<file path="config.mk">
export PLATFORM = sky130hd
export DESIGN_NAME = hwpe_stream_tcdm_load_issuer_flat
export DESIGN_NICKNAME = d
export VERILOG_FILES = /design/src/rtl/hwpe_stream_tcdm_load_issuer_if.sv /design/src/rtl/hwpe_stream_tcdm_load_issuer.sv /design/src/flat_wrapper.sv
export SDC_FILE = /design/constraint.sdc
export NUM_CORES = 1
export LEC_CHECK = 0
export CORE_MARGIN = 2
export CORE_UTILIZATION = 51
export CTS_CLUSTER_DIAMETER = 80
export DETAILED_ROUTE_END_ITERATION = 6
export GPL_ROUTABILITY_DRIVEN = 0
export GPL_TIMING_DRIVEN = 1
export MAX_ROUTING_LAYER = met4
export PLACE_DENSITY = 0.92
export SKIP_LAST_GASP = 1
export SLEW_MARGIN = 20
export SYNTH_ARGS = -nofsm -noshare
export SYNTH_HDL_FRONTEND = slang
export SYNTH_SLANG_ARGS = --single-unit
export TNS_END_PERCENT = 30
</file>
<file path="constraint.sdc">
create_clock -name clk_i -period 8.57 [get_ports clk_i]
set_input_delay 2.571 -clock clk_i [delete_from_list [all_inputs] [get_ports clk_i]]
set_output_delay 2.571 -clock clk_i [all_outputs]
set_load 0.05 [all_outputs]
</file>
<file path="src/rtl/hwpe_stream_tcdm_load_issuer_if.sv">
`timescale 1ns/1ps
`default_nettype none
// ============================================================================
// Module      : hwpe_stream_intf_stream / hwpe_stream_intf_tcdm
// Description : Valid/ready stream bundle and TCDM initiator/target bundle.
// Revision    : 1.0 - initial release
// ============================================================================

interface hwpe_stream_intf_stream #(
    parameter int unsigned DATA_WIDTH = 32
);
    logic                      valid;
    logic                      ready;
    logic [DATA_WIDTH-1:0]     data;
    logic [DATA_WIDTH/8-1:0]   strb;

    modport source (output valid, data, strb, input ready);
    modport sink   (input valid, data, strb, output ready);
endinterface

interface hwpe_stream_intf_tcdm #(
    parameter int unsigned DATA_WIDTH = 32
);
    logic                      req;
    logic                      gnt;
    logic [31:0]               add;
    logic                      wen;
    logic [DATA_WIDTH/8-1:0]   be;
    logic [DATA_WIDTH-1:0]     data;
    logic [DATA_WIDTH-1:0]     r_data;
    logic                      r_valid;

    modport initiator (output req, add, wen, be, data, input gnt, r_data, r_valid);
    modport target    (input req, add, wen, be, data, output gnt, r_data, r_valid);
endinterface

`default_nettype wire

</file>
<file path="src/rtl/hwpe_stream_tcdm_load_issuer.sv">
`timescale 1ns/1ps
`default_nettype none
// ============================================================================
// Module      : hwpe_stream_tcdm_load_issuer
// Description : Turns an address stream into TCDM reads and returns the data
//               in order through a credit-limited response FIFO.
// Revision    : 1.0 - initial release
// ============================================================================

module hwpe_stream_tcdm_load_issuer #(
    parameter int unsigned DATA_WIDTH = 32,
    parameter int unsigned DEPTH      = 4
) (
    input  logic                     clk_i,
    input  logic                     rst_i,
    input  logic                     enable_i,
    input  logic                     clear_i,
    hwpe_stream_intf_stream.sink     addr_i,
    hwpe_stream_intf_tcdm.initiator  tcdm,
    hwpe_stream_intf_stream.source   data_o,
    output logic                     idle_o,
    output logic                     err_o
);

    localparam int unsigned c_cnt_w = $clog2(DEPTH + 1);
    localparam int unsigned c_ptr_w = $clog2(DEPTH);

    logic [c_cnt_w-1:0]    inflight_q, inflight_d;
    logic [c_cnt_w-1:0]    fifo_cnt_q, fifo_cnt_d;
    logic [c_cnt_w-1:0]    discard_q,  discard_d;
    logic [c_ptr_w-1:0]    wr_ptr_q,   wr_ptr_d;
    logic [c_ptr_w-1:0]    rd_ptr_q,   rd_ptr_d;
    logic                  err_q,      err_d;
    logic [DATA_WIDTH-1:0] mem_q [DEPTH];

    logic [c_cnt_w:0]      w_committed;
    logic [c_cnt_w:0]      w_pending;
    logic [c_cnt_w:0]      w_flush_cnt;
    logic                  w_credit_ok;
    logic                  w_no_discard;
    logic                  w_req;
    logic                  w_grant;
    logic                  w_accept;
    logic                  w_spurious;
    logic                  w_drop;
    logic                  w_pop;

    // Credits count both outstanding reads and buffered data, so the FIFO can never overflow.
    assign w_committed  = {1'b0, inflight_q} + {1'b0, fifo_cnt_q};
    assign w_credit_ok  = w_committed < (c_cnt_w + 1)'(DEPTH);
    assign w_no_discard = (discard_q == '0);

    assign w_req      = addr_i.valid & enable_i & ~clear_i & w_credit_ok & w_no_discard;
    assign w_grant    = w_req & tcdm.gnt;
    assign w_accept   = tcdm.r_valid & w_no_discard & (inflight_q != '0);
    assign w_spurious = tcdm.r_valid & w_no_discard & (inflight_q == '0);
    assign w_drop     = tcdm.r_valid & ~w_no_discard;
    assign w_pop      = data_o.valid & data_o.ready;

    // On flush, every read still owed by memory must be swallowed; a response arriving now is one of them.
    assign w_pending   = {1'b0, inflight_q} + {1'b0, discard_q};
    assign w_flush_cnt = w_pending - {{c_cnt_w{1'b0}}, (tcdm.r_valid && (w_pending != '0))};

    assign tcdm.req   = w_req;
    assign tcdm.add   = addr_i.data;
    assign tcdm.wen   = 1'b1;
    assign tcdm.be    = '1;
    assign tcdm.data  = '0;
    assign addr_i.ready = w_grant;

    assign data_o.valid = (fifo_cnt_q != '0);
    assign data_o.data  = mem_q[rd_ptr_q];
    assign data_o.strb  = '1;

    assign idle_o = (inflight_q == '0) & (fifo_cnt_q == '0) & w_no_discard;
    assign err_o  = err_q;

    always_comb begin
        inflight_d = inflight_q;
        fifo_cnt_d = fifo_cnt_q;
        discard_d  = discard_q;
        wr_ptr_d   = wr_ptr_q;
        rd_ptr_d   = rd_ptr_q;
        err_d      = err_q;

        if (clear_i) begin
            inflight_d = '0;
            fifo_cnt_d = '0;
            discard_d  = c_cnt_w'(w_flush_cnt);
            wr_ptr_d   = '0;
            rd_ptr_d   = '0;
            err_d      = 1'b0;
        end else begin
            inflight_d = inflight_q + c_cnt_w'(w_grant) - c_cnt_w'(w_accept);
            fifo_cnt_d = fifo_cnt_q + c_cnt_w'(w_accept) - c_cnt_w'(w_pop);
            if (w_accept) begin
                wr_ptr_d = wr_ptr_q + 1'b1;
            end
            if (w_pop) begin
                rd_ptr_d = rd_ptr_q + 1'b1;
            end
            if (w_drop) begin
                discard_d = discard_q - 1'b1;
            end
            if (w_spurious) begin
                err_d = 1'b1;
            end
        end
    end

    always_ff @(posedge clk_i) begin
        if (rst_i) begin
            inflight_q <= '0;
            fifo_cnt_q <= '0;
            discard_q  <= '0;
            wr_ptr_q   <= '0;
            rd_ptr_q   <= '0;
            err_q      <= 1'b0;
        end else begin
            inflight_q <= inflight_d;
            fifo_cnt_q <= fifo_cnt_d;
            discard_q  <= discard_d;
            wr_ptr_q   <= wr_ptr_d;
            rd_ptr_q   <= rd_ptr_d;
            err_q      <= err_d;
        end
    end

    // Storage needs no reset: occupancy alone decides what is visible.
    always_ff @(posedge clk_i) begin
        if (w_accept) begin
            mem_q[wr_ptr_q] <= tcdm.r_data;
        end
    end

endmodule

`default_nettype wire

</file>
<file path="src/flat_wrapper.sv">
// flat-port wrapper written by rule: the top's interface ports become plain ports
module hwpe_stream_tcdm_load_issuer_flat 
#(
    parameter int unsigned DATA_WIDTH = 32,
    parameter int unsigned DEPTH      = 4
)
  (clk_i, rst_i, enable_i, clear_i, idle_o, err_o, addr_i_valid, addr_i_data, addr_i_strb, addr_i_ready, tcdm_req, tcdm_add, tcdm_wen, tcdm_be, tcdm_data, tcdm_gnt, tcdm_r_data, tcdm_r_valid, data_o_valid, data_o_data, data_o_strb, data_o_ready);
  hwpe_stream_intf_stream #(.DATA_WIDTH(DATA_WIDTH)) addr_i_i ();
  hwpe_stream_intf_tcdm #(.DATA_WIDTH(DATA_WIDTH)) tcdm_i ();
  hwpe_stream_intf_stream #(.DATA_WIDTH(DATA_WIDTH)) data_o_i ();
  input  logic clk_i;
  input  logic rst_i;
  input  logic enable_i;
  input  logic clear_i;
  output logic idle_o;
  output logic err_o;
  input wire logic [$bits(addr_i_i.valid)-1:0] addr_i_valid;
  input wire logic [$bits(addr_i_i.data)-1:0] addr_i_data;
  input wire logic [$bits(addr_i_i.strb)-1:0] addr_i_strb;
  output wire logic [$bits(addr_i_i.ready)-1:0] addr_i_ready;
  output wire logic [$bits(tcdm_i.req)-1:0] tcdm_req;
  output wire logic [$bits(tcdm_i.add)-1:0] tcdm_add;
  output wire logic [$bits(tcdm_i.wen)-1:0] tcdm_wen;
  output wire logic [$bits(tcdm_i.be)-1:0] tcdm_be;
  output wire logic [$bits(tcdm_i.data)-1:0] tcdm_data;
  input wire logic [$bits(tcdm_i.gnt)-1:0] tcdm_gnt;
  input wire logic [$bits(tcdm_i.r_data)-1:0] tcdm_r_data;
  input wire logic [$bits(tcdm_i.r_valid)-1:0] tcdm_r_valid;
  output wire logic [$bits(data_o_i.valid)-1:0] data_o_valid;
  output wire logic [$bits(data_o_i.data)-1:0] data_o_data;
  output wire logic [$bits(data_o_i.strb)-1:0] data_o_strb;
  input wire logic [$bits(data_o_i.ready)-1:0] data_o_ready;
  assign addr_i_i.valid = addr_i_valid;
  assign addr_i_i.data = addr_i_data;
  assign addr_i_i.strb = addr_i_strb;
  assign addr_i_ready = addr_i_i.ready;
  assign tcdm_req = tcdm_i.req;
  assign tcdm_add = tcdm_i.add;
  assign tcdm_wen = tcdm_i.wen;
  assign tcdm_be = tcdm_i.be;
  assign tcdm_data = tcdm_i.data;
  assign tcdm_i.gnt = tcdm_gnt;
  assign tcdm_i.r_data = tcdm_r_data;
  assign tcdm_i.r_valid = tcdm_r_valid;
  assign data_o_valid = data_o_i.valid;
  assign data_o_data = data_o_i.data;
  assign data_o_strb = data_o_i.strb;
  assign data_o_i.ready = data_o_ready;
  hwpe_stream_tcdm_load_issuer #(.DATA_WIDTH(DATA_WIDTH), .DEPTH(DEPTH)) u_core (.clk_i(clk_i), .rst_i(rst_i), .enable_i(enable_i), .clear_i(clear_i), .addr_i(addr_i_i), .tcdm(tcdm_i), .data_o(data_o_i), .idle_o(idle_o), .err_o(err_o));
endmodule
</file>
==> impl_metrics.py, run 1 <==
metrics = {
    "outcome": {
        "outcome": "finished, final reports clean",
    },
    "grt": {
        "groute.usage.overall": 0.169,
        "antenna_found_initial": 0,
        "grt_max_degree": 33,
        "grt_pass1_wl_um": 15800,
        "overflow": 0,
        "grt_pass1_vias": 3019,
    },
    "synth": {
        "async_reset_ff_frac": 0,
        "synthTopCellsByArea": "edfxtp_1, mux4_2, buf_4",
        "yosys_warnings": 0,
        "synth_top_cell_area_share": 0.619,
        "synth_area_um2": 6200,
        "yosys_most_used_dff": "edfxtp_1",
        "synth-edff-count": 128,
        "postSynthAreaPerCell_um2": 17.4,
        "synth_seq_cells": 144,
        "synth.distinct_cells": 43,
        "ys_seq_area_frac": 0.671,
        "synth_cells": 357,
        "yosys.area.top_type": "edfxtp_1",
    },
    "route": {
        "wl_um": 10200,
        "drt-wirelength-per-cell_um": 17.9,
        "first_iter_violations": 236,
        "ant_nets": 0,
        "vias": 2970,
        "dr.pass1.iters": 4,
        "vias_per_cell": 5.22,
        "drc": 0,
    },
    "floorplan": {
        "die_w_um": 114,
        "pin_count": 186,
        "num_rows": 40,
        "core_area_um2": 12000,
        "die_area_um2": 13100,
        "start_util": 0.519,
        "die_h_um": 114,
    },
    "timing": {
        "finalCritPeriodShare": 0.886,
        "maxSlewHeadroom": 0.405,
        "hold_ws_ns": 0.465,
        "hold_viol_final": 0,
        "tightest_slew_ns": 0.893,
        "report.final.slew_viol_count": 0,
        "setup-tns-final_ns": 0,
        "finClkSkew_ns": 0.00801,
        "fin_crit_ns": 7.59,
        "max_freq_mhz": 132,
        "rsz0062_at_grt": "no",
        "setup_violations": 0,
    },
    "clocking": {
        "cts-root-buf": "clkbuf_16",
        "hold_buffers": 0,
        "cts_buffers": 17,
        "insertion_delay_ns": 0.40,
        "clockBufferDepth": 2,
        "cts_resized": 0,
        "path_clk_slew_ns": 0.06,
        "clock_sinks": 144,
        "htreeDepth": 4,
        "postCtsSetupRepairBufs": 0,
        "cts_tree": "built",
    },
    "hold_path": {
        "hp-class": "flop to flop",
    },
    "worst_setup_path": {
        "cp_data_arrival_time_ns": 5.02,
        "cp_max_fo": 9,
        "worstPathRequired_ns": 6.00,
        "cp-end-kind": "primary output",
        "path_cells": "clkdlybuf4s50_1 -> or4_1 -> nor4_2 -> and2_1 -> clkdlybuf4s50_1",
        "path_common_cell": "clkdlybuf4s50_1",
        "critical_path_class": "input pin to primary output",
        "cp-start-kind": "input pin",
        "critPathSlowestCell": "clkdlybuf4s50_1",
        "crit_buf_inv": 2,
        "critical-path-top-delay-family": "buffers and inverters",
        "slowest_delay_ns": 0.80,
    },
    "pwr": {
        "power_leakage_nw": 2.54,
        "power_density_nw_per_um2": 226,
        "ir_drop_v": 0.000106,
    },
    "cells_and_area": {
        "post-route-cell-area_um2": 7320,
        "most-common-layout-cells": "edfxtp_1, clkdlybuf4s50_1, conb_1",
        "final_common_cell": "edfxtp_1",
        "fin_nets": 505,
        "diodes": 0,
        "drive_above_1_share": 0.166,
        "area_delta_synth_final_pct": 17.9,
        "finalNonFillerCells": 569,
    },
    "placed_design": {
        "portBuffers": 76,
        "numPlacedInstances": 537,
        "place_area_um2": 6720,
        "dp_hpwl_um": 6250,
    },
    "flow_run": {
        "cap_violations": 0,
    },
}
synth_stat cells (all sizes together), types with 2 or more instances:
cell type,count
a21oi,3
and2,5
and3,6
buf,77
clkbuf,6
conb,2
dfxtp,16
edfxtp,128
fa,3
ha,17
inv,11
mux4,32
nand2,5
nand3b,2
nor2,11
nor3,4
nor4,2
or3,2
xor2,4
worst min-delay path, cell delays in order, from the launching register on:
cell,delay [ns]
dfxtp_1,0.33
a21oi_1,0.04
nor2_1,0.06
state kept, by name (all words and copies together) (netlist names), named ones only:
name	cells
u_core.inflight_q	3
u_core.wr_ptr_q	2
u_core.rd_ptr_q	2
u_core.err_o	1
u_core.discard_q	3
u_core.fifo_cnt_q	3
u_core.mem_q	128
worst paths after layout:
| kind | slack, ns | endpoint | startpoint | cells after the start |
|---|---|---|---|---|
| setup / recovery | 0.98 | addr_i_ready | clear_i | 5 |
| hold / removal | 0.46 | u_core.err_o$_SDFFE_PP0P_ | u_core.err_o$_SDFFE_PP0P_ | 2 |
| setup reg to reg | 5.56 | u_core.inflight_q[2]$_SDFF_PP0_ | u_core.inflight_q[1]$_SDFF_PP0_ | 12 |
| hold reg to reg | 0.46 | u_core.err_o$_SDFFE_PP0P_ | u_core.err_o$_SDFFE_PP0P_ | 2 |
routing by layer:
metal | track usage | up-vias | wire (um)
li1 | - | 1348 | -
met1 | 0.204 | 1477 | 4290
met2 | 0.271 | 114 | 5230
met3 | 0.0434 | 31 | 500
met4 | 0.0764 | 0 | 178
met5 | - | - | 0
cells by family after synthesis:
logic type      count (synthesis)  synth area share
flops                         144             0.671
buf+inv                        94             0.102
simple gates                   46            0.0421
mux                            33             0.118
fa+ha+maj                      20            0.0440
compound gates                 13            0.0151
xor+xnor                        5           0.00706
other cells                     2           0.00121
through the flow:
| stage | util | setup WS [ns] | power (mW) |
|---|---|---|---|
| finish | 0.612 | 0.979 | 1.65 |
| global route | 0.612 | 0.882 | 1.71 |
| CTS | 0.612 | 0.979 | 1.67 |
| detailed placement | 0.562 | 0.994 | 0.936 |
| global placement | 0.562 | 1.01 | 0.930 |
| floorplan | - | 1.30 | 0.944 |
power by group:
group          internal, mW  total (mW)  switching (mW)
logic                0.0469       0.147           0.100
registers             0.769       0.775         0.00577
clock network         0.457       0.733           0.275
area by class of cell:
class | instances | area (um2)
inverters | 11 | 41.3
multi-input cells | 158 | 1560
clock inverters | 14 | 165
repair buffers | 77 | 768
fillers | 850 | 4650
flip-flops and latches | 144 | 4170
clock buffers | 18 | 429
well taps | 147 | 184
(Power assumes the default switching activity.)
==> inputs of run 2 (changes only) <==
--- a/config.mk
+++ b/config.mk
@@ -13,6 +13,7 @@
 export GPL_TIMING_DRIVEN = 1
 export MAX_ROUTING_LAYER = met4
 export PLACE_DENSITY = 0.92
+export SKIP_CTS_REPAIR_TIMING = 1
 export SKIP_LAST_GASP = 1
 export SLEW_MARGIN = 20
 export SYNTH_ARGS = -nofsm -noshare
==> results of run 2 <==
Same layout as run 1: the final DEF is identical, and so are final timing and power.
==> inputs of run 3 (changes only) <==
--- a/config.mk
+++ b/config.mk
@@ -11,6 +11,7 @@
 export DETAILED_ROUTE_END_ITERATION = 6
 export GPL_ROUTABILITY_DRIVEN = 0
 export GPL_TIMING_DRIVEN = 1
+export HOLD_SLACK_MARGIN = 0.05
 export MAX_ROUTING_LAYER = met4
 export PLACE_DENSITY = 0.92
 export SKIP_CTS_REPAIR_TIMING = 1
==> results of run 3 <==
Same layout as run 1: the final DEF is identical, and so are final timing and power.
